==> src/rtl/mem_port_arbiter.sv <==
// Arbitrates the single unified memory port between instruction fetch and data access.
// Data-first priority with a fetch starvation limit; one transaction outstanding at a time.
module mem_port_arbiter #(
    parameter int unsigned D_STREAK_MAX = 4,
    parameter int unsigned TIMEOUT      = 255
) (
    input  logic        clk,
    input  logic        rst,
    input  logic        i_req,
    input  logic [31:0] i_addr,
    output logic        i_ack,
    output logic [31:0] i_rdata,
    input  logic        d_req,
    input  logic        d_we,
    input  logic [3:0]  d_be,
    input  logic [31:0] d_addr,
    input  logic [31:0] d_wdata,
    output logic        d_ack,
    output logic [31:0] d_rdata,
    output logic        bus_err,
    output logic        m_req,
    output logic        m_we,
    output logic [3:0]  m_be,
    output logic [31:0] m_addr,
    output logic [31:0] m_wdata,
    input  logic [31:0] m_rdata,
    input  logic        m_ready
);

    localparam logic [3:0] StreakMax = 4'(D_STREAK_MAX);
    localparam logic [9:0] TmoLimit  = 10'(TIMEOUT);

    typedef enum logic [1:0] {StIdle, StGrantI, StGrantD} state_e;

    state_e      state_q, state_d;
    logic [3:0]  streak_q, streak_d;
    logic [9:0]  tmo_q, tmo_d;
    logic        m_req_q, m_req_d;
    logic        m_we_q, m_we_d;
    logic [3:0]  m_be_q, m_be_d;
    logic [31:0] m_addr_q, m_addr_d;
    logic [31:0] m_wdata_q, m_wdata_d;
    logic        i_ack_q, i_ack_d;
    logic        d_ack_q, d_ack_d;
    logic        bus_err_q, bus_err_d;
    logic [31:0] i_rdata_q, i_rdata_d;
    logic [31:0] d_rdata_q, d_rdata_d;

    logic elig_i, elig_d, grant_i, grant_d, expire;

    // A requester being acked this cycle still shows req; it must not be re-granted.
    assign elig_i  = i_req & ~i_ack_q;
    assign elig_d  = d_req & ~d_ack_q;
    assign grant_d = elig_d & (~elig_i | (streak_q != StreakMax));
    assign grant_i = elig_i & ~grant_d;
    assign expire  = (TIMEOUT != 0) && !m_ready && (tmo_q == TmoLimit);

    always_ff @(posedge clk) begin
        if (!rst) begin
            state_q   <= StIdle;
            streak_q  <= '0;
            tmo_q     <= '0;
            m_req_q   <= 1'b0;
            m_we_q    <= 1'b0;
            m_be_q    <= '0;
            m_addr_q  <= '0;
            m_wdata_q <= '0;
            i_ack_q   <= 1'b0;
            d_ack_q   <= 1'b0;
            bus_err_q <= 1'b0;
            i_rdata_q <= '0;
            d_rdata_q <= '0;
        end else begin
            state_q   <= state_d;
            streak_q  <= streak_d;
            tmo_q     <= tmo_d;
            m_req_q   <= m_req_d;
            m_we_q    <= m_we_d;
            m_be_q    <= m_be_d;
            m_addr_q  <= m_addr_d;
            m_wdata_q <= m_wdata_d;
            i_ack_q   <= i_ack_d;
            d_ack_q   <= d_ack_d;
            bus_err_q <= bus_err_d;
            i_rdata_q <= i_rdata_d;
            d_rdata_q <= d_rdata_d;
        end
    end

    always_comb begin
        state_d = state_q;
        unique case (state_q)
            StIdle: begin
                if (grant_d) begin
                    state_d = StGrantD;
                end else if (grant_i) begin
                    state_d = StGrantI;
                end
            end
            StGrantI, StGrantD: begin
                if (m_ready || expire) begin
                    state_d = StIdle;
                end
            end
            default: state_d = StIdle;
        endcase
    end

    always_comb begin
        streak_d  = streak_q;
        tmo_d     = tmo_q;
        m_req_d   = m_req_q;
        m_we_d    = m_we_q;
        m_be_d    = m_be_q;
        m_addr_d  = m_addr_q;
        m_wdata_d = m_wdata_q;
        i_ack_d   = 1'b0;
        d_ack_d   = 1'b0;
        bus_err_d = 1'b0;
        i_rdata_d = i_rdata_q;
        d_rdata_d = d_rdata_q;
        unique case (state_q)
            StIdle: begin
                if (grant_d) begin
                    m_req_d   = 1'b1;
                    m_we_d    = d_we;
                    m_be_d    = d_be;
                    m_addr_d  = d_addr;
                    m_wdata_d = d_wdata;
                    tmo_d     = '0;
                    if (!i_req) begin
                        streak_d = '0;
                    end else if (streak_q != StreakMax) begin
                        streak_d = streak_q + 4'd1;
                    end
                end else if (grant_i) begin
                    m_req_d   = 1'b1;
                    m_we_d    = 1'b0;
                    m_be_d    = 4'hF;
                    m_addr_d  = i_addr;
                    m_wdata_d = '0;
                    tmo_d     = '0;
                    streak_d  = '0;
                end
            end
            StGrantI, StGrantD: begin
                // m_ready takes precedence over an expiring timeout in the same cycle.
                if (m_ready) begin
                    m_req_d = 1'b0;
                    if (state_q == StGrantI) begin
                        i_ack_d   = 1'b1;
                        i_rdata_d = m_rdata;
                    end else begin
                        d_ack_d = 1'b1;
                        if (!m_we_q) begin
                            d_rdata_d = m_rdata;
                        end
                    end
                end else if (expire) begin
                    m_req_d   = 1'b0;
                    bus_err_d = 1'b1;
                    i_ack_d   = (state_q == StGrantI);
                    d_ack_d   = (state_q == StGrantD);
                end else if (TIMEOUT != 0) begin
                    tmo_d = tmo_q + 10'd1;
                end
            end
            default: ;
        endcase
    end

    assign m_req   = m_req_q;
    assign m_we    = m_we_q;
    assign m_be    = m_be_q;
    assign m_addr  = m_addr_q;
    assign m_wdata = m_wdata_q;
    assign i_ack   = i_ack_q;
    assign d_ack   = d_ack_q;
    assign bus_err = bus_err_q;
    assign i_rdata = i_rdata_q;
    assign d_rdata = d_rdata_q;

endmodule
==> config.mk <==
export PLATFORM = sky130hd
export DESIGN_NAME = mem_port_arbiter
export DESIGN_NICKNAME = d
export VERILOG_FILES = /design/src/rtl/mem_port_arbiter.sv
export SDC_FILE = /design/constraint.sdc
export NUM_CORES = 1
export LEC_CHECK = 0
export CORE_UTILIZATION = 45
export CTS_CLUSTER_DIAMETER = 60
export CTS_CLUSTER_SIZE = 12
export DETAILED_ROUTE_END_ITERATION = 10
export PLACE_DENSITY = 0.9
export SETUP_SLACK_MARGIN = 0.5
export SLEW_MARGIN = 20
export SYNTH_ARGS = -nofsm -noshare
export SYNTH_HDL_FRONTEND = slang
export SYNTH_SLANG_ARGS = --single-unit
==> constraint.sdc <==
create_clock -name clk -period 5.2 [get_ports clk]
set_input_delay 1.04 -clock clk [delete_from_list [all_inputs] [get_ports clk]]
set_output_delay 1.04 -clock clk [all_outputs]
set_load 0.1 [all_outputs]
==> results.cfg, run 1 <==
[route]
drt_pass1_iterations = 5
drt_first_iter_violations = 408
antenna_left = 0
totalWireLength_um = 17500
avgViaCountPerCell = 5.25
drt_drc_violations_left = 0
detailroute.via_count = 6076
routedWlPerCell_um = 15.1

[synthesis]
ys.flop_type = dfxtp_1
synthesis.nets = 865
synthesis.area_sq_mm = 0.00619
ys_warn_count = 0
synth_async_sr_flop_share_pct = 0
synth_largest_area_cell = dfxtp_1
yosysTopAreaCellShare_pct = 49.5
netlist_top_cells_area = dfxtp_1 49%, nand2_1 13%, a21boi_0 7.2%, a22oi_1 4.0%, a31oi_1 3.6%
synth_area_per_cell_sq_um = 8.59
ys_ff_latch = 153
gate_count_of_the_mapped_netlist = 721
synth_cell_types = 46
register_area_share_after_synthesis_pct = 49.5
synth-edff-count = 0

[critical_path]
slowest_cell_on_the_critical_path = clkdlybuf4s50_1
slowest_delay_ps = 1200
worst-path-max-fanout = 4
path_delay_family = buffers and inverters
endpoint_kind = output pin
worstPathBufferInverterCount = 1
crit_path_cell_trace = clkdlybuf4s50_1
critical_path_class = reg2out
worstPathArrival_ps = 2070
start_kind = register
critical_path_required_ps = 4160

[clocking]
clock_tree.root_cell = clkbuf_16
cts_inserted_buffers = 17
total_number_of_h_tree_levels = 4
postCtsSetupBuffers = 0
clk_pin_slew_worst_paths_ps = 60
cts_hold_buf = 0
clock_latency_ps = 410
ctsResizeCount = 0
tritoncts = done
tritoncts_num_sinks = 153
clockBufferDepth = 2

[grt]
grtUsageTotal_pct = 24.5
grt_start_max_net_pins = 109
grt_antenna_before_repair = 0
grt_overflow_total = 0
first_global_vias = 5790
grt_first_pass_wirelength_um = 27900

[finish]
antenna_cells = 0
nFillCells = 1029
layout-drive-gt1-share_pct = 5.71
postLayoutCoreUtil_pct = 72.0
layout_commonest_cell = clkdlybuf4s50_1
final_cell_mix = 273 x clkdlybuf4s50_1, 208 x nand2_1, 153 x dfxtp_1, 59 x a21boi_0, 41 x o21ai_0
nNetsFinal = 1112
areaGrowthSynthToFinish_pct = 55.2

[floorplanning]
row_count = 42
dieWidth_um = 119
die_height_um = 119
num_io_pins = 275
fp.coreArea_sq_mm = 0.0133
initial_utilization_pct = 46.4
floorplan.die_area_sq_mm = 0.0142

[placed_design]
io_buffers = 274
hpwlAfterDp_um = 11900
gpl.final_weighted_congestion = 0.820

[timing]
finalWorstPathRequiredPeriod_ps = 3110
worst_slew_pin_slew_ps = 1050
fin_setup_tns_ps = 0
min_period_over_period_pct = 59.9
skew_ps = 6.20
report.final.setup_viol = 0
timing.max_slew.rel_slack_pct = 30.0
finalHoldViolCount = 0
grt_setup_unrepaired = false
hold_slack_final_ps = 451
slew_violations = 0
max_clock_freq_mhz = 321

[power_and_ir_drop]
power_frac_clock_pct = 31.2
comb_power_share_pct = 35.4
switching_power_mw = 1.57
internal_power_mw = 2.44
powerDensity_mw_per_mm2 = 417
switching_share_pct = 39.1
ir_drop_mv = 0.216
pwr-share-seq_pct = 33.3
leakage_nw = 3.45

[min_path]
timing.hold.worst.class = reg2reg

[run]
drv_cap = 0

[status]
outcome = finished clean
layout make-up:
class                      count  area [sq um]  share of cell area (%)
sequential                   153          3060                    31.9
multi-input combinational    506          2880                    30.0
timing repair buffer         284          2820                    29.3
clock buffer                  22           464                    4.83
tap                          176           220                    2.29
clock inverter                10           143                    1.48
inverter                       6          22.5                   0.234
state kept, by name (all words and copies together), names as in the netlist:
register / flops
m_wdata: 32
m_we: 1
d_rdata: 32
state_q: 2
d_ack: 1
bus_err: 1
m_req: 1
m_addr: 32
m_be: 4
streak_q: 4
i_ack: 1
tmo_q: 10
i_rdata: 32
per-stage QoR:
step / total power [mW] / area, sq um / setup WS [ps] / cells
5_1_grt: 4.17 / 9610 / 1920 / 1157
6_report: 4.01 / 9610 / 2090 / 1157
3_3_place_gp: 2.76 / 9000 / 1790 / 1125
2_1_floorplan: 2.39 / 6190 / 2990 / 721
4_1_cts: 4.03 / 9610 / 2050 / 1157
3_5_place_dp: 2.78 / 9000 / 1630 / 1125
path summary, 6_finish.rpt:
path	from	endpoint	slack, ps	depth (start not counted)
hold / removal	d_rdata[29]	d_rdata[29]	450	2
setup reg to reg	state_q[1]	d_rdata[12]	2720	7
hold reg to reg	d_rdata[29]	d_rdata[29]	450	2
setup / recovery	m_we	m_we	2090	1
cell usage after synthesis, drive strengths merged (5+ instances only):
| cell | instances |
|---|---|
| nor3 | 10 |
| a32o | 6 |
| a22oi | 33 |
| a21oi | 6 |
| o21ai | 42 |
| buf | 20 |
| nand2 | 208 |
| ha | 6 |
| nor2b | 36 |
| dfxtp | 153 |
| clkbuf | 36 |
| nor2 | 5 |
| inv | 6 |
| a21boi | 66 |
| a31oi | 36 |
| nand3 | 10 |
power groups by stage:
| stage | clock network, mW | logic (mW) | registers (mW) |
|---|---|---|---|
| finish | 1.25 | 1.42 | 1.34 |
| global route | 1.34 | 1.48 | 1.35 |
| CTS | 1.27 | 1.42 | 1.34 |
| floorplan | 0 | 0.315 | 2.08 |
| global placement | 0 | 1.41 | 1.36 |
| detailed placement | 0 | 1.42 | 1.36 |
routing by layer:
metal	wire, um	GRT usage (%)
met1	7120	28.5
met2	8460	42.6
met3	1510	7.18
met4	434	9.06
met5	0	0
kinds of logic (layout without fill, tap and decap cells):
kind of cell	count (synthesis)	in the layout	synth area share [%]
adders and majority gates	6	6	1.21
AOI/OAI and AO/OA	209	209	23.8
and+or+nand+nor	289	289	20.8
DFF	153	153	49.5
buffers and inverters	62	322	4.40
muxes	2	2	0.343
worst reg2reg max path, delay by kind of cell, from the launching register on:
kind                       cells  cell delay (ps)
AOI/OAI and AO/OA              1               80
buffers and inverters          3              560
and+or+nand+nor                2              860
adders and majority gates      1              510
DFF                            1              370
Power figures use the tool's default switching activity.
==> run 2: changes to the inputs <==
--- a/config.mk
+++ b/config.mk
@@ -5,11 +5,11 @@
 export SDC_FILE = /design/constraint.sdc
 export NUM_CORES = 1
 export LEC_CHECK = 0
-export CORE_UTILIZATION = 45
+export CORE_UTILIZATION = 42
 export CTS_CLUSTER_DIAMETER = 60
 export CTS_CLUSTER_SIZE = 12
 export DETAILED_ROUTE_END_ITERATION = 10
-export PLACE_DENSITY = 0.9
+export PLACE_DENSITY = 0.85
 export SETUP_SLACK_MARGIN = 0.5
 export SLEW_MARGIN = 20
 export SYNTH_ARGS = -nofsm -noshare
==> constraint.sdc (replaced) <==
create_clock -name clk -period 2.95 [get_ports clk]
set_input_delay 0.59 -clock clk [delete_from_list [all_inputs] [get_ports clk]]
set_output_delay 0.59 -clock clk [all_outputs]
set_load 0.1 [all_outputs]
==> run 2 against run 1 <==
Via count is 1.2% lower. Critical path depth grew 5. Combinational power increased by 73%. Count of clock-buffer cells in the layout shrank 5. Global-route usage down 2.5 points. Critical endpoint is now tmo_q[2]. Largest cell class unchanged.
==> results.cfg, run 2 (synthesized netlist as in run 1, its figures left out) <==
[status]
outcome = finished clean

[clocking]
tritoncts_num_sinks = 153
clock_tree.root_cell = clkbuf_16
total_number_of_h_tree_levels = 4
tritoncts = done
clk_pin_slew_worst_paths_ps = 60
clockBufferDepth = 2
cts_hold_buf = 0
cts_inserted_buffers = 17
ctsResizeCount = 0
clock_latency_ps = 410
postCtsSetupBuffers = 0

[critical_path]
critical_path_class = reg2reg
worst-path-max-fanout = 13
worst-r2r-cell-count = 6
endpoint_kind = register
critical_path_required_ps = 3260
crit_path_cell_trace = inv_1 -> ha_1 -> nor2_1 -> a311oi_4 -> o211ai_1 -> a32o_1
start_kind = register
slowest_delay_ps = 510
worstPathArrival_ps = 2480
slowest_cell_on_the_critical_path = ha_1

[timing]
finalHoldViolCount = 0
report.final.setup_viol = 0
worst_slew_pin_slew_ps = 570
worst_slack_ps = 780
grt_setup_unrepaired = false
slew_violations = 0
skew_ps = 13.6
timing.max_slew.rel_slack_pct = 61.7
finalWorstPathRequiredPeriod_ps = 2170
fin_setup_tns_ps = 0
min_period_over_period_pct = 73.6
max_clock_freq_mhz = 461
hold_slack_final_ps = 454

[placed_design]
place_area_sq_mm = 0.00871
hpwlAfterDp_um = 11800
pre_cts_slack_ps = 435
io_buffers = 274
gpl.final_weighted_congestion = 0.831
numPlacedInstances = 1134

[grt]
grt_antenna_before_repair = 0
first_global_vias = 5427
grt_start_max_net_pins = 152
groute.layer.met1.usage_pct = 26.0
grt_use_met3_pct = 7.61
busiest_layer = met2
grt_overflow_total = 0
grt_first_pass_wirelength_um = 26300
grtUsageTotal_pct = 22.1
grt.met2_usage_pct = 38.1

[power_and_ir_drop]
leakage_nw = 3.70
ir_drop_mv = 0.436
powerDensity_mw_per_mm2 = 741
finalPower_mw = 6.88

[route]
drt_first_iter_violations = 432
drt_drc_violations_left = 0
detailroute.via_count = 6003
avgViaCountPerCell = 5.15
totalWireLength_um = 17200
routedWlPerCell_um = 14.8
antenna_left = 0
drt_pass1_iterations = 5

[floorplanning]
dieWidth_um = 123
fp.coreArea_sq_mm = 0.0145
num_io_pins = 275
row_count = 44
floorplan.die_area_sq_mm = 0.0152
initial_utilization_pct = 42.8
die_height_um = 123

[finish]
layout_commonest_cell = nand2_1
nNetsFinal = 1113
layout-drive-gt1-share_pct = 19.9
antenna_cells = 0
stdcell_count = 1166
postLayoutCellArea_sq_mm = 0.00928
areaGrowthSynthToFinish_pct = 49.9
final_cell_mix = 208 x nand2_1, 153 x dfxtp_1, 146 x buf_4, 136 x clkdlybuf4s50_1, 59 x a21boi_0
postLayoutCoreUtil_pct = 64.1

[min_path]
timing.hold.worst.class = reg2reg
timing.hold.worst_path_depth = 2

[run]
drv_cap = 0
-- run 2: cell count changes in the layout (fill, tap and decap cells not counted), moves of 2 or more --
cell and delta:
buf_12 +3, buf_4 +135, bufinv_16 -2, clkbuf_1 -3
clkbuf_8 -2, clkdlybuf4s50_1 -137, clkinv_4 +3, inv_8 +2
-- run 2: worst paths after layout --
kind	start	to	slack, ps
hold reg to reg	d_rdata[24]	d_rdata[24]	450
hold / removal	d_rdata[24]	d_rdata[24]	450
setup / recovery	state_q[1]	tmo_q[2]	780
setup reg to reg	state_q[1]	tmo_q[2]	780
-- run 2: per-layer routing --
| metal | vias to the layer above | wire length (um) |
|---|---|---|
| met5 | - | 0 |
| met4 | 0 | 87 |
| met3 | 8 | 1500 |
| met2 | 244 | 8390 |
| met1 | 2756 | 7270 |
| li1 | 2995 | - |
-- run 2: power by group --
group / internal [mW] / switching [mW] / total [mW]
logic: 0.618 / 1.83 / 2.45
registers: 2.25 / 0.102 / 2.36
clock network: 1.18 / 0.896 / 2.07
total: 4.05 / 2.83 / 6.88
-- run 2: worst max-delay path, delay by kind of cell (launching register included) --
kind / cells / cell delay, ps
AOI/OAI and AO/OA: 3 / 940
adders and majority gates: 1 / 510
DFF: 1 / 360
and+or+nand+nor: 1 / 160
buffers and inverters: 1 / 80
-- run 2: layout make-up --
cell class,count,area [sq um]
clock buffers,17,425
well taps,184,230
inverters,6,22.5
repair buffers,285,2520
multi-input cells,506,2880
clock inverters,15,145
fillers,1224,5200
flip-flops and latches,153,3060
==> run 3: changes to the inputs <==
==> constraint.sdc (replaced) <==
create_clock -name clk -period 2.25 [get_ports clk]
set_input_delay 0.45 -clock clk [delete_from_list [all_inputs] [get_ports clk]]
set_output_delay 0.45 -clock clk [all_outputs]
set_load 0.1 [all_outputs]
==> run 3 against run 2 <==
Final cell count increased by 3.0%. Global-route usage is 1.1 points higher. Die area is the same. Critical path depth grew 2. Sequential share of layout area fell by 2.1 points. Clock power grew 40%. Sequential cell count unchanged. Sequential power grew 31%. Maximum frequency rose by 23%. Design area increased by 7.1%. Utilization up 4.5 points. Clock skew shrank 9.6 ps.
==> results.cfg, run 3 (synthesized netlist as in run 1, its figures left out) <==
[grt]
grt_first_pass_wirelength_um = 27400
first_global_vias = 5611
grt_antenna_before_repair = 0
grt_overflow_total = 0
grtUsageTotal_pct = 23.2
grt_start_max_net_pins = 79

[clocking]
clockBufferDepth = 2
cts_inserted_buffers = 17
total_number_of_h_tree_levels = 4
tritoncts_num_sinks = 153
clk_pin_slew_worst_paths_ps = 60
cts_hold_buf = 0
clock_latency_ps = 410
tritoncts = done
clock_tree.root_cell = clkbuf_16

[floorplanning]
floorplan.die_area_sq_mm = 0.0152
dieWidth_um = 123
die_height_um = 123
num_io_pins = 275
row_count = 44
initial_utilization_pct = 42.8
fp.coreArea_sq_mm = 0.0145

[timing]
report.final.setup_viol = 0
finalWorstPathRequiredPeriod_ps = 1770
grt_setup_unrepaired = true
skew_ps = 4.04
min_period_over_period_pct = 78.6
timing.max_slew.rel_slack_pct = 71.6
max_clock_freq_mhz = 566
slew_violations = 0
finalHoldViolCount = 0
fin_setup_tns_ps = 0
worst_slew_pin_slew_ps = 421

[route]
routedWlPerCell_um = 15.9
antenna_left = 0
totalWireLength_um = 19100
drt_drc_violations_left = 0
routedLengthMet1_um = 7710
drt_pass1_iterations = 6
avgViaCountPerCell = 5.16
detailroute.via_count = 6196
drt_first_iter_violations = 429
met2WireLength_um = 9440
dr_wl_met3_um = 1600
top_layer_used = met4

[finish]
final_cell_mix = 207 x nand2_1, 165 x buf_4, 145 x dfxtp_1, 136 x clkdlybuf4s50_1, 59 x a21boi_0
layout_commonest_cell = nand2_1
areaGrowthSynthToFinish_pct = 60.5
nNetsFinal = 1149
layout-drive-gt1-share_pct = 25.4
flip_flop_and_latch_area_sq_mm = 0.00308
nFillCells = 1149
multi_input_comb_area_sq_mm = 0.00300
antenna_cells = 0

[critical_path]
endpoint_kind = register
critical_path_required_ps = 2590
critical_path_class = reg2reg
worst-path-max-fanout = 8
worstPathArrival_ps = 2110
start_kind = register

[power_and_ir_drop]
leakage_nw = 4.00
powerDensity_mw_per_mm2 = 959
finalPower_mw = 9.53
ir_drop_mv = 0.736

[placed_design]
hpwlAfterDp_um = 12200
io_buffers = 274
gpl.final_weighted_congestion = 0.797

[run]
drv_cap = 0

[min_path]
timing.hold.worst.class = in2reg

[status]
outcome = finished clean
[run 3: power by group]
| part | leakage, nW | switching (mW) | internal [mW] |
|---|---|---|---|
| sequential | 1.25 | 0.142 | 2.96 |
| clock | 0.290 | 1.06 | 1.83 |
| combinational | 2.45 | 2.51 | 1.04 |
| total | 4.00 | 3.71 | 5.82 |
[run 3: per-layer routing]
metal,vias to the layer above,track usage (%)
met5,-,0
met4,0,8.58
met3,29,6.73
met2,242,39.5
met1,2851,27.4
li1,3074,-
[run 3: repair_timing]
action / in CTS / in global routing
cloned: 2 / 5
endpoints found under the hold margin: 0 / 0
endpoints found under the setup margin: 112 / 116
pin swaps: 4 / 7
buffers inserted: 4 / 12
gates resized for setup: 18 / 30
[run 3: cell type report]
cell class                      count  area share (%)
Clock buffer                       24            4.85
Timing Repair Buffer              321            30.3
Tap cell                          184            2.32
Sequential cell                   153            30.9
Clock inverter                      7            1.17
Inverter                            6           0.252
Multi-Input combinational cell    506            30.2
[run 3: worst paths after layout]
kind	start	end	slack (ps)	depth (start not counted)
worst max register to register	streak_q[1]	m_wdata[22]	480	8
worst max-delay path	streak_q[1]	m_wdata[22]	480	8
worst min register to register	d_rdata[25]	d_rdata[25]	450	2
worst min-delay path	rst	streak_q[0]	450	2
[run 3: worst max-delay path, cell delays in order, from the launching register on]
cell,delay (ps)
dfxtp_2,350
inv_2,60
ha_4,150
and3b_2,290
a211oi_4,260
buf_6,180
clkbuf_16,170
a22oi_1,70
nor2b_1,150
[run 3: metrics by stage]
| step | cells | setup slack, ps | util (%) | instance area [sq um] | hold slack, ps |
|---|---|---|---|---|---|
| 2_1_floorplan | 721 | 501 | - | 6200 | 441 |
| 3_3_place_gp | 1147 | 101 | 61.2 | 8860 | 441 |
| 3_5_place_dp | 1147 | -13.8 | 61.2 | 8860 | 447 |
| 4_1_cts | 1184 | 508 | 66.4 | 9610 | 415 |
| 5_1_grt | 1201 | 421 | 68.7 | 9940 | 452 |
| 6_report | 1201 | 482 | 68.7 | 9940 | 447 |
